### src/rtl/nibble_serial_adder_pkg.sv
// Shared types and constants for the nibble-serial adder.
package nsa_pkg;

  // Width of one datapath slice; the adder walks the operands this many bits per cycle.
  localparam int SLICE_W = 4;

  typedef enum logic [1:0] {
    IDLE = 2'd0,
    RUN  = 2'd1,
    DONE = 2'd2
  } nsa_state_e;

  // Slice counter width; a one-slice adder still needs a one-bit counter.
  function automatic int nsa_cnt_width(input int nslice);
    return (nslice > 1) ? $clog2(nslice) : 1;
  endfunction

endpackage

### src/rtl/nibble_serial_adder_rca.sv
// 4-bit ripple-carry adder used as the per-slice datapath of the serial adder.
module nibble_serial_adder_rca (
  input  logic [3:0] a,
  input  logic [3:0] b,
  input  logic       ci,
  output logic [3:0] s,
  output logic       co
);

  logic [4:0] carry;

  // Ripple the carry through four full adders, LSB first.
  always_comb begin
    carry    = '0;
    s        = '0;
    carry[0] = ci;
    for (int i = 0; i < 4; i++) begin
      s[i]       = a[i] ^ b[i] ^ carry[i];
      carry[i+1] = (a[i] & b[i]) | (carry[i] & (a[i] ^ b[i]));
    end
    co = carry[4];
  end

endmodule

### src/rtl/nibble_serial_adder.sv
// Multi-cycle adder: one 4-bit slice per cycle through a single RCA, LSB slice first.
//
// state | meaning
// ------+----------------------------------------------------------
// IDLE  | waiting for operands, in_ready high
// RUN   | one slice added per cycle, NSLICE cycles total
// DONE  | result presented (out_valid); may accept next op on handshake
module nibble_serial_adder
  import nsa_pkg::*;
#(
  parameter int WIDTH = 16
) (
  input  logic             clk,
  input  logic             rst,
  input  logic             in_valid,
  output logic             in_ready,
  input  logic [WIDTH-1:0] a,
  input  logic [WIDTH-1:0] b,
  input  logic             c_in,
  output logic             out_valid,
  input  logic             out_ready,
  output logic [WIDTH-1:0] sum,
  output logic             c_out,
  output logic             ovf
);

  localparam int NSLICE = WIDTH / SLICE_W;
  localparam int CNT_W  = nsa_cnt_width(NSLICE);
  localparam logic [CNT_W-1:0] LAST_SLICE = CNT_W'(NSLICE - 1);

  if ((WIDTH < SLICE_W) || ((WIDTH % SLICE_W) != 0)) begin : g_bad_width
    $error("nibble_serial_adder: WIDTH must be a multiple of 4 and >= 4");
  end

  nsa_state_e       state_q,   state_d;
  logic [WIDTH-1:0] op_a_q,    op_a_d;
  logic [WIDTH-1:0] op_b_q,    op_b_d;
  logic             carry_q,   carry_d;
  logic [CNT_W-1:0] cnt_q,     cnt_d;
  logic [WIDTH-1:0] sum_sh_q,  sum_sh_d;
  logic [WIDTH-1:0] sum_q,     sum_d;
  logic             c_out_q,   c_out_d;
  logic             ovf_q,     ovf_d;

  logic [SLICE_W-1:0] slice_s;
  logic               slice_co;
  logic               carry_into_top;
  logic               accept;

  // Operands and partial sum are widened by one slice so the shift is legal even at WIDTH=4.
  logic [WIDTH+SLICE_W-1:0] op_a_ext, op_b_ext, sum_ext;
  logic [WIDTH-1:0]         op_a_shift, op_b_shift, sum_shift;

  nibble_serial_adder_rca u_rca (
    .a  (op_a_q[SLICE_W-1:0]),
    .b  (op_b_q[SLICE_W-1:0]),
    .ci (carry_q),
    .s  (slice_s),
    .co (slice_co)
  );

  assign in_ready  = (state_q == IDLE) || ((state_q == DONE) && out_ready);
  assign accept    = in_valid && in_ready;
  assign out_valid = (state_q == DONE);
  assign sum       = sum_q;
  assign c_out     = c_out_q;
  assign ovf       = ovf_q;

  // Slice shifting: operands move right, new sum slice enters from the MSB side.
  always_comb begin
    op_a_ext       = {{SLICE_W{1'b0}}, op_a_q};
    op_b_ext       = {{SLICE_W{1'b0}}, op_b_q};
    sum_ext        = {slice_s, sum_sh_q};
    op_a_shift     = op_a_ext[WIDTH+SLICE_W-1:SLICE_W];
    op_b_shift     = op_b_ext[WIDTH+SLICE_W-1:SLICE_W];
    sum_shift      = sum_ext[WIDTH+SLICE_W-1:SLICE_W];
    carry_into_top = op_a_q[SLICE_W-1] ^ op_b_q[SLICE_W-1] ^ slice_s[SLICE_W-1];
  end

  // Next-state and datapath control; result registers only change on the last slice.
  always_comb begin
    state_d  = state_q;
    op_a_d   = op_a_q;
    op_b_d   = op_b_q;
    carry_d  = carry_q;
    cnt_d    = cnt_q;
    sum_sh_d = sum_sh_q;
    sum_d    = sum_q;
    c_out_d  = c_out_q;
    ovf_d    = ovf_q;

    case (state_q)
      IDLE: begin
        if (accept) begin
          op_a_d  = a;
          op_b_d  = b;
          carry_d = c_in;
          cnt_d   = '0;
          state_d = RUN;
        end
      end
      RUN: begin
        op_a_d   = op_a_shift;
        op_b_d   = op_b_shift;
        sum_sh_d = sum_shift;
        carry_d  = slice_co;
        cnt_d    = cnt_q + CNT_W'(1);
        if (cnt_q == LAST_SLICE) begin
          sum_d   = sum_shift;
          c_out_d = slice_co;
          ovf_d   = slice_co ^ carry_into_top;
          cnt_d   = '0;
          state_d = DONE;
        end
      end
      DONE: begin
        if (accept) begin
          op_a_d  = a;
          op_b_d  = b;
          carry_d = c_in;
          cnt_d   = '0;
          state_d = RUN;
        end else if (out_ready) begin
          state_d = IDLE;
        end
      end
      default: state_d = IDLE;
    endcase
  end

  // State registers; reset discards any in-flight operation and clears the result.
  always_ff @(posedge clk) begin
    if (rst) begin
      state_q  <= IDLE;
      op_a_q   <= '0;
      op_b_q   <= '0;
      carry_q  <= 1'b0;
      cnt_q    <= '0;
      sum_sh_q <= '0;
      sum_q    <= '0;
      c_out_q  <= 1'b0;
      ovf_q    <= 1'b0;
    end else begin
      state_q  <= state_d;
      op_a_q   <= op_a_d;
      op_b_q   <= op_b_d;
      carry_q  <= carry_d;
      cnt_q    <= cnt_d;
      sum_sh_q <= sum_sh_d;
      sum_q    <= sum_d;
      c_out_q  <= c_out_d;
      ovf_q    <= ovf_d;
    end
  end

endmodule

### config.mk
export PLATFORM = sky130hd
export DESIGN_NAME = nibble_serial_adder
export DESIGN_NICKNAME = d
export VERILOG_FILES = /design/src/rtl/nibble_serial_adder_pkg.sv /design/src/rtl/nibble_serial_adder_rca.sv /design/src/rtl/nibble_serial_adder.sv
export SDC_FILE = /design/constraint.sdc
export NUM_CORES = 1
export LEC_CHECK = 0
export CAP_MARGIN = 15
export CORE_MARGIN = 2
export CORE_UTILIZATION = 30
export DETAILED_ROUTE_END_ITERATION = 10
export MAX_ROUTING_LAYER = met4
export PLACE_DENSITY_LB_ADDON = 0.15
export RECOVER_POWER = 25
export SLEW_MARGIN = 15
export SYNTH_ARGS = -nofsm -noshare
export SYNTH_HDL_FRONTEND = slang
export SYNTH_SLANG_ARGS = --single-unit
### constraint.sdc
create_clock -name clk -period 3.3 [get_ports clk]
set_input_delay 0.825 -clock clk [delete_from_list [all_inputs] [get_ports clk]]
set_output_delay 0.825 -clock clk [all_outputs]
set_load 0.05 [all_outputs]
==> flow_summary.ini, run 1 <==
[worst_setup_path]
crit_chain = inv_1, nor2_1, clkdlybuf4s50_1
crit_path_max_fanout = 6
rrSetupSlack_ps = 760
setup.worst_path.class = flop to output port
reg2reg_depth = 11
crit_path_top_delay_cell = clkdlybuf4s50_1
cp.required_ps = 2470
worstPathArrival_ps = 1870
cp-start-kind = flop
cp-end-kind = output port
critPathMaxStageDelay_ps = 830

[synthesis]
synth_area_leader_cell = dfxtp_1
synth_top_family_by_area = compound AO/OA/AOI/OAI gates
yosys.area_share.simple_pct = 15.13
synth_fa_ha_area_share_pct = 3.829
synthMuxAreaShare_pct = 8.751
ys_types = 25
synth_edf_count = 0
syn_avg_cell_area_um2 = 8.971
ys_seq_area_share_pct = 48.86
syn_area_um2 = 2745
synth_fp_nets = 349
ys.flop_type = dfxtp_1
ys_warn_count = 0
synth_most_common_cell = dfxtp_1
async_flop_share_pct = 0
synth_commonest_cells = 67 x dfxtp_1, 51 x nand2_1, 46 x nor2_1
synth.top_cell.area_share_pct = 48.86
ys_ff_latch = 67
synth_xor_area_share_pct = 0.6381
synth-compound-area-share_pct = 17.23
yosys-top-cells-area = dfxtp_1 49%, mux2i_1 8.8%, a211oi_1 7.7%
netlist_instances = 306

[clock_tree]
clockBufferDepth = 2
clkLatencyLatePin_ps = 340
cts_buffers = 9
cts_setup_buffers = 0
htreeDepth = 3
clkSlewWorstSetupHoldPaths_ps = 80
cts_tree = done
cts_hold_buf = 0
clkSinkCount = 67
root_buffer = clkbuf_8
post_cts_resized = 0

[die]
core_um2 = 8806
dieHeight_um = 99.66
start_util_pct = 31.17
num_rows = 34
pin_count = 57
die_area_um2 = 9931
die_x_um = 99.66

[sta]
slew_headroom_pct = 36.93
rsz0062_at_grt = false
worst_slew_pin_slew_ps = 946.0
tns_ps = 0
setup_ws_ps = 607.7
clock_skew_ps = 8.819
period_minus_slack_ps = 2692
report.final.slew_viol_count = 0
hold_violations = 0
clock.fmax_mhz = 371.4
finalCritPeriodShare_pct = 81.59
setup_viol = 0

[routing]
wire_per_inst_um = 12.93
vias_per_cell = 4.601
drt_pre_antenna_iters = 4
drc = 0
antenna_left = 0
first_iter_violations = 62
num_vias = 2158
wl_um = 6065

[power_and_ir_drop]
power.switching_uw = 491.1
clock_power_share_pct = 34.4
p_int_mw = 1.248
power_frac_seq_pct = 50.9
peakVddDrop_mv = 0.2353
power_leakage_nw = 1.287
pwr-share-comb_pct = 14.7
power_density_nw_per_um2 = 491.5
p_sw_share_pct = 28.23

[flow_run]
cap_violations = 0

[min_path]
hold_path_depth = 2
hold_class = flop to flop

[global_routing]
grt_pass1_vias = 2163
grt_usage_pct = 13.65
grt_pass1_wl_um = 10400
grt_max_degree = 51
grt_overflow = 0
antenna_found_initial = 0

[place]
hpwl_um = 4166
pre_cts_ws_ps = 713.5
port_buffers = 56
gp_congestion = 0.7167
dp_cells = 453

[finish]
syn2layout_area_growth_pct = 28.90
nFillCells = 926
final_nets = 399
fin_util_pct = 40.18
drive_gt1_share_pct = 7.479
final_cells = 469
n_antenna_cell = 0

[outcome]
outcome = finished clean
-- worst max-delay path, delay by kind of cell, from the launching register on --
family | cells | cell delay (ps)
AND/OR/NAND/NOR | 1 | 160
flip-flops | 1 | 450
buffers and inverters | 2 | 920
-- layer usage --
metal  global-route usage [%]  wire (µm)  vias to the layer above
met4                    4.110         66                        0
met1                    16.65       2927                      959
li1                         -          -                     1142
met2                    21.21       2764                       48
met5                        -          0                        -
met3                    4.919        308                        9
-- layout make-up --
cell class / instances / area [µm²] / share of cell area, %
inverters: 9 / 33.78 / 0.9547
repair buffers: 61 / 600.6 / 16.97
well taps: 108 / 135.1 / 3.819
flip-flops and latches: 67 / 1341 / 37.91
clock buffers: 9 / 123.9 / 3.501
clock inverters: 7 / 45.04 / 1.273
multi-input cells: 208 / 1259 / 35.57
-- placed cells by master, fill, tap and decap left out --
cell type | Yosys | layout
o21ai_0 | 1 | 1
a211oi_1 | 28 | 28
ha_1 | 2 | 2
nand2b_1 | 4 | 4
mux2i_1 | 24 | 24
inv_1 | 9 | 9
buf_12 | 0 | 1
clkbuf_8 | 0 | 9
buf_4 | 5 | 4
a22oi_1 | 9 | 9
a21oi_1 | 28 | 28
dfxtp_1 | 67 | 67
clkinv_2 | 0 | 3
clkinvlp_4 | 0 | 4
nor3_1 | 1 | 1
nor2b_1 | 2 | 2
nor2_1 | 46 | 46
fa_1 | 4 | 4
buf_2 | 8 | 1
clkdlybuf4s50_1 | 0 | 54
clkbuf_2 | 0 | 1
xnor2_1 | 2 | 2
a21o_1 | 1 | 1
a21oi_4 | 0 | 1
a32oi_1 | 1 | 1
and2_4 | 1 | 1
nand2_1 | 51 | 51
a211oi_2 | 2 | 2
-- worst paths after layout --
kind / end / startpoint
max: out_valid / state_q[1]
min: sum[2] / sum[2]
max reg2reg: ovf / op_a_q[0]
min reg2reg: sum[2] / sum[2]
-- power groups by stage --
stage	combinational, mW	sequential [mW]	clock (mW)
6_report	0.257	0.885	0.598
5_1_grt	0.289	0.892	0.653
4_1_cts	0.261	0.886	0.618
3_5_place_dp	0.260	0.905	0
3_3_place_gp	0.258	0.903	0
2_1_floorplan	0.177	0.897	0
-- flip-flops by register name, indices dropped and copies added (netlist names) --
name,count
carry_q,1
sum,16
cnt_q,2
ovf,1
c_out,1
op_b_q,16
sum_sh_q,12
op_a_q,16
state_q,2
-- stage by stage --
step	total power, mW	hold WS, ps	instance area, µm²
after CTS	1.764	458.4	3541
after detailed placement	1.165	446.9	3372
after global routing	1.834	472.4	3538
final	1.739	455.1	3538
after global placement	1.161	444.6	3372
after floorplan	1.073	432.1	2745
-- logic make-up (layout without fill, tap and decap cells) --
logic type,count (synthesis),count (layout)
muxes,24,24
DFF,67,67
AOI/OAI and AO/OA,71,71
and+or+nand+nor,105,105
xor gates and xnor gates,2,2
buffers and inverters,31,86
adders and majority gates,6,6
No activity file was read; power rests on OpenSTA's default activity.
==> run 2: changes to the inputs <==
==> constraint.sdc (replaced) <==
create_clock -name clk -period 2.42 [get_ports clk]
set_input_delay 0.605 -clock clk [delete_from_list [all_inputs] [get_ports clk]]
set_output_delay 0.605 -clock clk [all_outputs]
set_load 0.05 [all_outputs]
==> flow_summary.ini, run 2 (synthesis results as in run 1) <==
[outcome]
outcome = finished clean

[global_routing]
grt_pass1_vias = 2065
grt_overflow = 0
antenna_found_initial = 0
grt_max_degree = 68
grt_pass1_wl_um = 9956
grt_usage_pct = 13.11

[min_path]
hp-start = sum[14]
hold_class = flop to flop
hold_path_depth = 2

[worst_setup_path]
cp-start-kind = flop
crit_path_max_fanout = 2
crit_start = carry_q
cp.required_ps = 2700
reg2reg_depth = 11
worstPathArrival_ps = 2630
cp-end-kind = flop
reg2reg_from = carry_q
setup.worst_path.class = flop to flop
rrSetupSlack_ps = 70

[clock_tree]
clkLatencyLatePin_ps = 350
clockBufferDepth = 2
clkSlewWorstSetupHoldPaths_ps = 70
cts_hold_buf = 0
cts_tree = done
htreeDepth = 3
clkSinkCount = 67
root_buffer = clkbuf_8
cts_buffers = 9

[finish]
seq_area_um2 = 1344
syn2layout_area_growth_pct = 33.32
drive_gt1_share_pct = 10.71
final_nets = 402
nFillCells = 899
multiInputGateArea_um2 = 1276
n_antenna_cell = 0
final_common_cell = dfxtp_1
final_cell_mix = 65 x dfxtp_1, 53 x clkdlybuf4s50_1, 51 x nand2_1, 46 x nor2_1, 28 x a21oi_1
final_cells = 472

[sta]
finalCritPeriodShare_pct = 97.18
whs_ps = 455.5
clock.fmax_mhz = 425.2
period_minus_slack_ps = 2352
slew_headroom_pct = 55.51
hold_violations = 0
report.final.slew_viol_count = 0
rsz0062_at_grt = true
worst_slew_pin_slew_ps = 667.3
clock_skew_ps = 8.417
setup_viol = 0

[flow_run]
cap_violations = 0

[routing]
first_iter_violations = 80
num_vias = 2192
wl_um = 6008
drt_pre_antenna_iters = 4
vias_per_cell = 4.644
antenna_left = 0
drc = 0
wire_per_inst_um = 12.73

[place]
gp_congestion = 0.7378
port_buffers = 56
dp_cells = 455
hpwl_um = 4049

[die]
die_area_um2 = 9931
core_um2 = 8806
pin_count = 57
dieHeight_um = 99.66
start_util_pct = 31.17
die_x_um = 99.66
num_rows = 34

[power_and_ir_drop]
power_leakage_nw = 1.357
peakVddDrop_mv = 0.3286
power_density_nw_per_um2 = 724.8
==> run 2: worst paths after layout <==
check            end
min reg2reg  sum[14]
max reg2reg      ovf
min          sum[14]
max              ovf
==> run 2: cell type report <==
class	instances	area share, %
sequential	67	36.72
multi-input combinational	208	34.87
timing repair buffer	64	17.64
clock buffer	10	3.761
tap	108	3.692
clock inverter	6	2.393
inverter	9	0.9231
==> run 2: repair_timing <==
action                                  in CTS  in global routing
resized for setup                            5                  3
pin swaps                                    5                  3
buffers inserted                             1                  0
endpoints found under the setup margin       1                  3
hold endpoints to repair                     0                  0
==> run 2: worst max-delay path, stage by stage (launching register included) <==
cell and delay [ps]:
dfxtp_2 340, fa_2 380, inv_2 60, fa_1 150, inv_1 50, fa_2 330
inv_2 60, fa_1 450, xnor2_2 170, xnor2_1 130, nand2_1 60, a21oi_1 110
==> run 2: metrics by stage <==
stage	setup WS, ps	TNS, ps	total power [mW]	utilization (%)	cell area (µm²)
floorplan	39.61	0	1.463	-	2745
global placement	-5.297	-5.297	1.601	38.72	3410
detailed placement	-62.89	-62.89	1.605	38.72	3410
CTS	24.88	0	2.680	41.45	3650
global route	-63.89	-114.5	2.782	41.56	3660
finish	68.20	0	2.653	41.56	3660
==> run 2: per-layer routing <==
metal | vias to the layer above | share of wire (%) | GRT usage, %
met4 | 0 | 1.2 | 5.374
met5 | - | 0 | -
met2 | 48 | 46 | 19.75
met3 | 11 | 5.0 | 4.427
li1 | 1155 | - | -
met1 | 978 | 48 | 16.12
==> run 2: power breakdown <==
part / leakage (nW) / switching, mW / total, mW / internal (mW)
logic: 0.691 / 0.189 / 0.385 / 0.196
registers: 0.549 / 0.0409 / 1.21 / 1.17
clock network: 0.117 / 0.449 / 1.06 / 0.610
==> run 3: changes to the inputs <==
--- a/config.mk
+++ b/config.mk
@@ -8,7 +8,9 @@
 export CAP_MARGIN = 15
 export CORE_MARGIN = 2
 export CORE_UTILIZATION = 30
+export CTS_CLUSTER_SIZE = 24
 export DETAILED_ROUTE_END_ITERATION = 10
+export DONT_BUFFER_PORTS = 1
 export MAX_ROUTING_LAYER = met4
 export PLACE_DENSITY_LB_ADDON = 0.15
 export RECOVER_POWER = 25
==> constraint.sdc (replaced) <==
create_clock -name clk -period 2.5 [get_ports clk]
set_input_delay 0.625 -clock clk [delete_from_list [all_inputs] [get_ports clk]]
set_output_delay 0.625 -clock clk [all_outputs]
set_load 0.05 [all_outputs]
==> flow_summary.ini, run 3 (synthesis results as in run 1) <==
[outcome]
outcome = finished clean

[worst_setup_path]
path_buf_inv = 3
reg2reg_depth = 11
crit_chain = fa_2, inv_2, fa_2, inv_2, fa_2, inv_2, fa_1, xnor2_1, xnor2_1, nand2_1, a21oi_2
crit_path_max_fanout = 2
worstPathArrival_ps = 2660
cp.required_ps = 2780
cp.depth = 11
setup.worst_path.class = flop to flop
cp-end-kind = flop
critPathMaxStageDelay_ps = 430
cpLargestDelayFamily = adder cells
crit_path_top_delay_cell = fa_1
cp-start-kind = flop

[sta]
period_minus_slack_ps = 2389
rsz0062_at_grt = false
tns_ps = 0
whs_ps = 354.7
worst_slew_pin_slew_ps = 622.3
finalCritPeriodShare_pct = 95.55
slew_headroom_pct = 58.36
setup_viol = 0
clock.fmax_mhz = 418.6
setup_ws_ps = 111.2
report.final.slew_viol_count = 0
clock_skew_ps = 5.053
hold_violations = 0

[routing]
num_vias = 2013
first_iter_violations = 41
drt_pre_antenna_iters = 4
antenna_left = 0
wl_um = 5988
drc = 0
wire_per_inst_um = 14.46
vias_per_cell = 4.862

[finish]
syn2layout_area_growth_pct = 9.617
final_common_cell = dfxtp_1
final_nets = 346
nFillCells = 942
final_cell_mix = 66 x dfxtp_1, 51 x nand2_1, 46 x nor2_1, 28 x a211oi_1, 27 x a21oi_1
stdcell_area_um2 = 3009
n_antenna_cell = 0
final_cells = 414
drive_gt1_share_pct = 10.78
fin_util_pct = 34.17

[die]
die_x_um = 99.66
core_um2 = 8806
dieHeight_um = 99.66
start_util_pct = 31.17
num_rows = 34
pin_count = 57
die_area_um2 = 9931

[power_and_ir_drop]
power_leakage_nw = 1.089
power_density_nw_per_um2 = 743.6
totalPowerFinal_mw = 2.238
peakVddDrop_mv = 0.3135

[clock_tree]
cts_buffers = 9
cts_hold_buf = 0
clkLatencyLatePin_ps = 330
clkSinkCount = 67
htreeDepth = 3
root_buffer = clkbuf_8
clockBufferDepth = 2
clkSlewWorstSetupHoldPaths_ps = 70
cts_tree = done

[global_routing]
grt_overflow = 0
antenna_found_initial = 0
grt_max_degree = 68
grt_pass1_vias = 2042
grt_usage_pct = 13.22
grt_pass1_wl_um = 9998

[min_path]
hold_class = primary input to flop
hold_path_depth = 1

[place]
gp_congestion = 0.6579
hpwl_um = 4041
port_buffers = 0
place_area_um2 = 2821
dp_cells = 399
pre_cts_ws_ps = 1.648

[flow_run]
cap_violations = 0
run 3: cell types whose count changed in the layout (fill, tap and decap cells not counted), moves of 2 or more:
cell             previous run  this run
bufinv_16                   2         0
clkdlybuf4s50_1            53         0
buf_12                      3         0
buf_4                       6         8
run 3: area by class of cell:
class / count / area, µm² / share of cell area [%]
sequential: 67 / 1343 / 44.62
tap: 108 / 135.1 / 4.491
multi-input combinational: 208 / 1270 / 42.20
clock inverter: 2 / 12.51 / 0.4158
clock buffer: 12 / 155.1 / 5.156
timing repair buffer: 8 / 60.06 / 1.996
inverter: 9 / 33.78 / 1.123
run 3: timing repair:
item                                    in CTS  in global routing
endpoints found under the setup margin       1                  3
pin swaps                                    4                  3
gates resized for setup                      3                  5
setup buffers                                1                  0
run 3: path summary, 6_finish.rpt:
path	start	end	slack (ps)
hold reg to reg	sum_sh_q[7]	sum[3]	450
hold / removal	rst	op_a_q[3]	350
setup / recovery	op_a_q[0]	ovf	110
setup reg to reg	op_a_q[0]	ovf	110
run 3: power breakdown:
part	internal, mW	switching [mW]
clock network	0.402	0.389
logic	0.126	0.147
registers	1.13	0.0429
run 3: per-layer routing:
metal | vias to the layer above | routed length (µm) | track usage, %
met5 | - | 0 | -
met4 | 0 | 58 | 4.110
met3 | 8 | 479 | 6.044
met2 | 49 | 2740 | 20.43
met1 | 923 | 2710 | 15.38
li1 | 1033 | - | -
run 3: worst reg2reg max path: cells and delay by family, from the launching register on:
family          cells  cell delay (ps)
xor+xnor            2              320
fa+ha+maj           4             1330
buf+inv             3              160
flops               1              330
compound gates      1              120
simple gates        1               90
